--- src/rtl/inst_dec.sv ---
// Instruction decode stage: IF/ID register, 32-entry register file, load-use
// hazard detection and ID/EX register. Optional write-through bypass: WB_BYPASS_EN.
module inst_dec #(
  parameter int          DATA_W   = 32,
  parameter int          NUM_REGS = 32,
  parameter logic [31:0] NOP_WORD = 32'h0000_0000
) (
  input  logic              clk,
  input  logic              rst,
  input  logic [31:0]       instruction,
  input  logic [31:0]       pc4_dc,
  input  logic              flush,
  input  logic              wb_en,
  input  logic [4:0]        wb_addr,
  input  logic [DATA_W-1:0] wb_data,
  input  logic              ex_mem_read,
  input  logic [4:0]        ex_rt,
  output logic              hazard,
  output logic [5:0]        opcode_ex,
  output logic [5:0]        funct_ex,
  output logic [4:0]        rs_ex,
  output logic [4:0]        rt_ex,
  output logic [4:0]        rd_ex,
  output logic [DATA_W-1:0] rs_data_ex,
  output logic [DATA_W-1:0] rt_data_ex,
  output logic [31:0]       imm_ex,
  output logic [31:0]       br_target_ex,
  output logic [31:0]       pc4_ex,
  output logic              valid_ex
);

  // IF/ID pipeline register
  logic [31:0] instr_q, instr_d;
  logic [31:0] pc4_q, pc4_d;
  logic        ifid_vld_q, ifid_vld_d;

  always_comb begin
    instr_d    = instruction;
    pc4_d      = pc4_dc;
    ifid_vld_d = 1'b1;
    if (flush) begin
      instr_d    = NOP_WORD;
      pc4_d      = pc4_q;
      ifid_vld_d = 1'b0;
    end else if (hazard) begin
      instr_d    = instr_q;
      pc4_d      = pc4_q;
      ifid_vld_d = ifid_vld_q;
    end
  end

  always_ff @(posedge clk) begin
    if (rst) begin
      instr_q    <= NOP_WORD;
      pc4_q      <= '0;
      ifid_vld_q <= 1'b0;
    end else begin
      instr_q    <= instr_d;
      pc4_q      <= pc4_d;
      ifid_vld_q <= ifid_vld_d;
    end
  end

  // Field decode
  logic [5:0]  opcode, funct;
  logic [4:0]  rs, rt, rd;
  logic [15:0] imm16;
  logic [31:0] sext_imm, ext_imm, br_target;

  assign opcode    = instr_q[31:26];
  assign rs        = instr_q[25:21];
  assign rt        = instr_q[20:16];
  assign rd        = instr_q[15:11];
  assign funct     = instr_q[5:0];
  assign imm16     = instr_q[15:0];
  assign sext_imm  = {{16{imm16[15]}}, imm16};
  // andi/ori/xori take a zero-extended immediate; everything else sign-extends
  assign ext_imm   = (opcode == 6'b001100 || opcode == 6'b001101 || opcode == 6'b001110)
                     ? {16'h0000, imm16} : sext_imm;
  assign br_target = pc4_q + {sext_imm[29:0], 2'b00};

  // Register file
  logic [DATA_W-1:0] rf_q [NUM_REGS];
  logic [DATA_W-1:0] rs_rd, rt_rd;

  always_ff @(posedge clk) begin
    if (rst) begin
      for (int i = 0; i < NUM_REGS; i++) rf_q[i] <= '0;
    end else if (wb_en && wb_addr != 5'd0) begin
      rf_q[wb_addr] <= wb_data;
    end
  end

  always_comb begin
    rs_rd = (rs == 5'd0) ? '0 : rf_q[rs];
    rt_rd = (rt == 5'd0) ? '0 : rf_q[rt];
`ifdef WB_BYPASS_EN
    if (wb_en && wb_addr != 5'd0 && wb_addr == rs) rs_rd = wb_data;
    if (wb_en && wb_addr != 5'd0 && wb_addr == rt) rt_rd = wb_data;
`endif
  end

  // Load-use: the load in EX produces ex_rt too late for this instruction
  assign hazard = !rst && ifid_vld_q && ex_mem_read && (ex_rt != 5'd0) &&
                  (ex_rt == rs || ex_rt == rt);

  // ID/EX pipeline register
  logic [5:0]        opcode_q, funct_q;
  logic [4:0]        rs_q, rt_q, rd_q;
  logic [DATA_W-1:0] rs_data_q, rt_data_q;
  logic [31:0]       imm_q, br_q, pc4ex_q;
  logic              vld_q;

  always_ff @(posedge clk) begin
    if (rst || flush || hazard) begin
      opcode_q  <= '0;
      funct_q   <= '0;
      rs_q      <= '0;
      rt_q      <= '0;
      rd_q      <= '0;
      rs_data_q <= '0;
      rt_data_q <= '0;
      imm_q     <= '0;
      br_q      <= '0;
      pc4ex_q   <= '0;
      vld_q     <= 1'b0;
    end else begin
      opcode_q  <= opcode;
      funct_q   <= funct;
      rs_q      <= rs;
      rt_q      <= rt;
      rd_q      <= rd;
      rs_data_q <= rs_rd;
      rt_data_q <= rt_rd;
      imm_q     <= ext_imm;
      br_q      <= br_target;
      pc4ex_q   <= pc4_q;
      vld_q     <= ifid_vld_q;
    end
  end

  assign opcode_ex    = opcode_q;
  assign funct_ex     = funct_q;
  assign rs_ex        = rs_q;
  assign rt_ex        = rt_q;
  assign rd_ex        = rd_q;
  assign rs_data_ex   = rs_data_q;
  assign rt_data_ex   = rt_data_q;
  assign imm_ex       = imm_q;
  assign br_target_ex = br_q;
  assign pc4_ex       = pc4ex_q;
  assign valid_ex     = vld_q;

endmodule

--- config.mk ---
export PLATFORM = sky130hd
export DESIGN_NAME = inst_dec
export DESIGN_NICKNAME = d
export VERILOG_FILES = /design/src/rtl/inst_dec.sv
export SDC_FILE = /design/constraint.sdc
export NUM_CORES = 2
export LEC_CHECK = 0
export CELL_PAD_IN_SITES_DETAIL_PLACEMENT = 1
export CELL_PAD_IN_SITES_GLOBAL_PLACEMENT = 1
export CORE_ASPECT_RATIO = 0.9
export CORE_MARGIN = 2
export CORE_UTILIZATION = 36
export CTS_CLUSTER_DIAMETER = 150
export CTS_CLUSTER_SIZE = 10
export DETAILED_ROUTE_END_ITERATION = 16
export DONT_BUFFER_PORTS = 1
export HOLD_SLACK_MARGIN = 0.15
export PLACE_DENSITY_LB_ADDON = 0.1
export SYNTH_ARGS = -nofsm -noshare
export SYNTH_HDL_FRONTEND = slang
export SYNTH_SLANG_ARGS = --single-unit
--- constraint.sdc ---
create_clock -name clk -period 3 [get_ports clk]
set_input_delay 0.6 -clock clk [delete_from_list [all_inputs] [get_ports clk]]
set_output_delay 0.6 -clock clk [all_outputs]
set_load 0.01 [all_outputs]
Word level (Yosys, flattened, before mapping)
Memory sizes are Yosys's and may differ from the RTL's. A register that Yosys moved wholly into a read port is not among the register bits.
Index checks and enable logic that the tools add are counted.
Widths: inputs -> output; s select.
{"block": "totals", "register_bits": 174, "ram_bits": 1024, "output_inout_bits": 189, "word_cells": 51, "n_memories": 1}
{"block": "classes", "n_addsub": 1, "n_eq_ne": 5, "mux": 8, "bitwise_logic": 2, "reduce_logical": 21}
{"memory": "rf_q", "words": 32, "width": 32, "read_ports": 2, "rd_clocked_by_memory_dff": 2, "wr": 32, "line_no": "83", "text": "logic [DATA_W-1:0] rf_q [NUM_REGS];"}
{"cell": "$add 32x32->32", "n": 1}
{"cell": "$mux 32", "n": 1}
{"cell": "$reduce_or 32->1", "n": 1}
{"cell": "$eq 6x4->1 const B", "n": 3}
{"cell": "$eq 5x5->1", "n": 2}
{"cell": "$logic_not 5->1", "n": 2}
{"cell": "$reduce_bool 5->1", "n": 2}
{"cell": "$reduce_or 2->1", "n": 4}
{"cell": "$mux 1", "n": 6}
{"cell": "$logic_and 1x1->1", "n": 5}
{"cell": "$logic_or 1x1->1", "n": 5}
{"cell": "$mux 5", "n": 1}
{"cell": "$not 1->1", "n": 2}
{"cell": "$reduce_and 2->1", "n": 1}
{"cell": "$logic_not 1->1", "n": 1}

Depth between registers and ports, before layout
{"block": "logic_depth", "depth_word": 7, "depth_mapped": 10, "mapped_depth_nobuf": 9}

Least setup slack after synthesis
Ideal clock, no wire load.
{"block": "synth_timing", "kind": "register to register", "from": "register instr_q[15]", "to": "register br_q[31], in the netlist br_target_ex[31]", "setup_time_ps": 125, "arrival_time_ps": 2219, "required_time_ps": 2875, "setup_slack_ps": 656, "stages_incl_launch_ff": 10, "synth_period_minus_slack_ps": 2344, "path_cell_list": "dfxtp_1 > ha_1 > clkbuf_1 > a21oi_1 > o21ai_0 > or3_1 > a21oi_1 > o211ai_1 > a21oi_1 > nor3b_1"}
{"block": "synth_via", "elab_chain_len": 1}
{"element": "start: declaration", "line_no": "33", "text": "logic [31:0] instr_q, instr_d;"}
{"element": "start signal: assignment", "line_no": "58", "text": "instr_q <= instr_d;"}
{"element": "$add 32x32->32", "line_no": "80", "text": "assign br_target = pc4_q + {sext_imm[29:0], 2'b00};"}
{"element": "end signal: assignment", "line_no": "136", "text": "br_q <= br_target;"}
{"element": "end: declaration", "line_no": "111", "text": "logic [31:0] imm_q, br_q, pc4ex_q;"}
No other way between the ends.
A chain may end at the register's enable or synchronous reset.

Worst setup path after layout
{"block": "layout_timing", "from": "register instr_q[21]", "to": "output port hazard"}
{"block": "layout_via", "elab_chain_len": 3}
{"element": "$eq 5x5->1", "line_no": "105", "text": "(ex_rt == rs || ex_rt == rt);"}
{"element": "$logic_or 1x1->1", "line_no": "105"}
{"element": "$logic_and 1x1->1", "line_no": "104", "text": "assign hazard = !rst && ifid_vld_q && ex_mem_read && (ex_rt != 5'd0) &&"}
{"element": "end: declaration", "line_no": "18", "text": "output logic hazard,"}
No other way between the ends.

==> impl_metrics.ini <==
[synthesis]
ys_types = 53
synthSimpleGateAreaFrac_pct = 13.0
synth_top_area_share_pct = 49.5
yosys.area.top_type = edfxtp_1
ys.flop_type = edfxtp_1
ys_async_sr_fraction_pct = 0
syn_inst = 3998
netlist_top_cells_area = edfxtp_1 50%, mux4_2 23%, and2_1 11%
yosysSeqAreaShare_pct = 56.8
synth_compound_area_share_pct = 1.19
synth_top_family_by_area = multiplexers
synthAdderAreaFrac_pct = 0.617
yosysWarnings = 0
ys_seq_elements = 1249
synthMuxAreaShare_pct = 24.8
synthesis.area_um2 = 62100
synthXorXnorAreaFrac_pct = 0.480
syn_avg_cell_area_um2 = 15.5
synth_edf_count = 1024

[sta]
fin_skew_ns = 0.0283
hold_violations = 0
max_freq_ghz = 0.347
period_share_pct = 96.0
maxSlewViolCount = 0
tns_ns = 0
max_slew_margin_pct = 20.3
worstMarginPinSlew_ns = 1.19
setup_viol = 0
rsz0062_at_grt = no
fin_crit_ns = 2.88
hold_slack_ns = 0.198

[floorplan]
placementRows = 144
die_w_um = 442
die_y_um = 398
core-area_um2 = 171000
pin_count = 300
die-area_um2 = 176000
initial_core_util_pct = 36.3

[clock_tree]
ctsResizeCount = 0
clkLatencyLatePin_ns = 0.80
cts_root_buf = clkbuf_16
cts_tree = done
clockBufferDepth = 3
cts_made_buffers = 142
clk_pin_slew_ns = 0.06
cts_sinks = 1249
cts-htree-levels = 4

[routing]
first_pass_iters = 5
first_iter_violations = 4299
antenna_left = 0
drc = 0
routed_via_density = 5.81
detail_route.wl_per_cell_um = 36.8
routed_wl_um = 237000
vias = 37400

[worst_setup_path]
worstReg2RegStart = pc4_q[2]
path_class = reg2out
critPathMaxStageDelay_ns = 0.40
cp.buffers_inverters = 2
crit_required_ns = 2.40
cp_slowest_cell = dfxtp_4
crit_arrival_ns = 2.28
crit_path_start_kind = register
crit_chain = buf_12, xnor2_1, nand3_1, a211oi_4, buf_12
crit_family = flip-flops
cp_common_cell = buf_12
end_kind = output port
cp-startpoint = instr_q[21]
crit_fanout = 14

[power_and_ir_drop]
p_leak_nw = 23.6
ir_drop_mv = 0.417
powerDensity_nw_per_um2 = 571

[grt]
first_global_vias = 38900
grt_usage_pct = 27.0
antenna_found_initial = 42
grt-ovfl-total = 0
grt_first_pass_wirelength_um = 327000
grt_max_degree = 68

[placed_design]
dp_hpwl_um = 139000
routabilityCongestion = 0.795
port_buffers = 0

[layout]
final_cell_mix = 1061 x and2_1, 1024 x edfxtp_1, 638 x mux4_2
drive_gt1_share_pct = 26.5
fillers = 16700
syn2layout_area_growth_pct = 14.9
nNetsFinal = 4214
final_common_cell = and2_1

[hold_path]
hp-start = flush
hold_class = in2reg

[job]
maxCapViolations = 0

[outcome]
status = complete, no violations
sequential cells by signal, summed over array words and instances, names as in the netlist:
name	flops
rs_ex	5
imm_ex	12
pc4_ex	30
rs_data_ex	32
rt_data_ex	32
opcode_ex	6
ifid_vld_q	1
instr_q	32
rt_ex	5
rd_ex	5
valid_ex	1
br_target_ex	32
pc4_q	32
rf_q	1024
path summary, 6_finish.rpt:
check                           slack (ns)  cells past startpoint               end
worst max-delay path                  0.12                      5            hazard
worst min-delay path                  0.20                      4         pc4_q[26]
worst max register to register        0.20                     10  br_target_ex[30]
worst min register to register        0.45                      1   br_target_ex[0]
per-stage QoR:
step | instances | instance area, um^2 | setup slack, ns | utilization [%] | total power [mW]
4_1_cts | 6424 | 71200 | 0.0456 | 41.6 | 41.1
3_5_place_dp | 6085 | 66100 | 0.169 | 38.6 | 24.4
3_3_place_gp | 6085 | 66100 | 0.173 | 38.6 | 24.4
6_report | 6444 | 71300 | 0.120 | 41.7 | 40.7
5_1_grt | 6433 | 71300 | 0.000118 | 41.6 | 41.9
2_1_floorplan | 4029 | 62200 | 0.656 | - | 22.8
report_power, final:
part,switching [mW],internal [mW],total [mW]
clock network,7.36,8.94,16.3
logic,2.31,1.89,4.20
registers,0.559,19.6,20.2
worst min-delay path: cells and delay by family:
| family | cells | cell delay, ns |
|---|---|---|
| buffers and inverters | 1 | 0.16 |
| AO/OA/AOI/OAI | 1 | 0.05 |
| AND/OR/NAND/NOR | 2 | 0.11 |
layer usage:
layer  vias up  GRT usage, %  wire [um]
li1      15200             -          -
met4        16          7.73       6980
met1     20300          36.2      99200
met3       326          4.51      15700
met5         -             0         92
met2      1552          45.1     115000
layout make-up:
class | instances | area, um^2 | share of cell area, %
Sequential cell | 1249 | 35300 | 49.5
Antenna cell | 12 | 30.0 | 0.0421
Inverter | 10 | 37.5 | 0.0526
Multi-Input combinational cell | 2353 | 25300 | 35.5
Timing Repair Buffer | 317 | 3690 | 5.18
Clock buffer | 229 | 3920 | 5.50
Clock inverter | 11 | 171 | 0.240
Tap cell | 2263 | 2830 | 3.97
cells by family (layout without fill, tap and decap cells):
logic type               after synthesis  count (layout)
AO/OA/AOI/OAI                        123             123
XOR/XNOR                              34              34
adder cells (fa/ha/maj)               30              30
buffers and inverters                427             567
flip-flops                          1249            1249
multiplexers                         742             742
other                                  1              44
AND/OR/NAND/NOR                     1392            1392
cells in the mapped netlist (4+ instances only):
| master | count |
|---|---|
| o21bai_1 | 5 |
| clkbuf_1 | 269 |
| o21ai_0 | 17 |
| or2_2 | 34 |
| dfxtp_1 | 225 |
| buf_2 | 76 |
| buf_1 | 26 |
| or3_1 | 4 |
| buf_4 | 38 |
| nor2_1 | 165 |
| a31oi_1 | 6 |
| xnor2_1 | 17 |
| a21oi_1 | 60 |
| and3_1 | 4 |
| edfxtp_1 | 1024 |
| nand3_1 | 10 |
| nand3b_1 | 6 |
| mux4_2 | 638 |
| mux2i_1 | 104 |
| inv_1 | 10 |
| buf_6 | 8 |
| nand2_1 | 82 |
| xor2_1 | 17 |
| a21o_1 | 12 |
| and2_1 | 1061 |
| a211oi_1 | 4 |
| o211ai_1 | 5 |
| nand4_1 | 10 |
| ha_1 | 29 |
timing repair:
action	in CTS	in global routing
setup buffers	1	8
endpoints found under the hold margin	1088	0
pin swaps	1	1
cloned	0	0
hold buffers	98	0
setup endpoints to repair	1	1
Note: power is estimated with default switching activity, not from simulation.
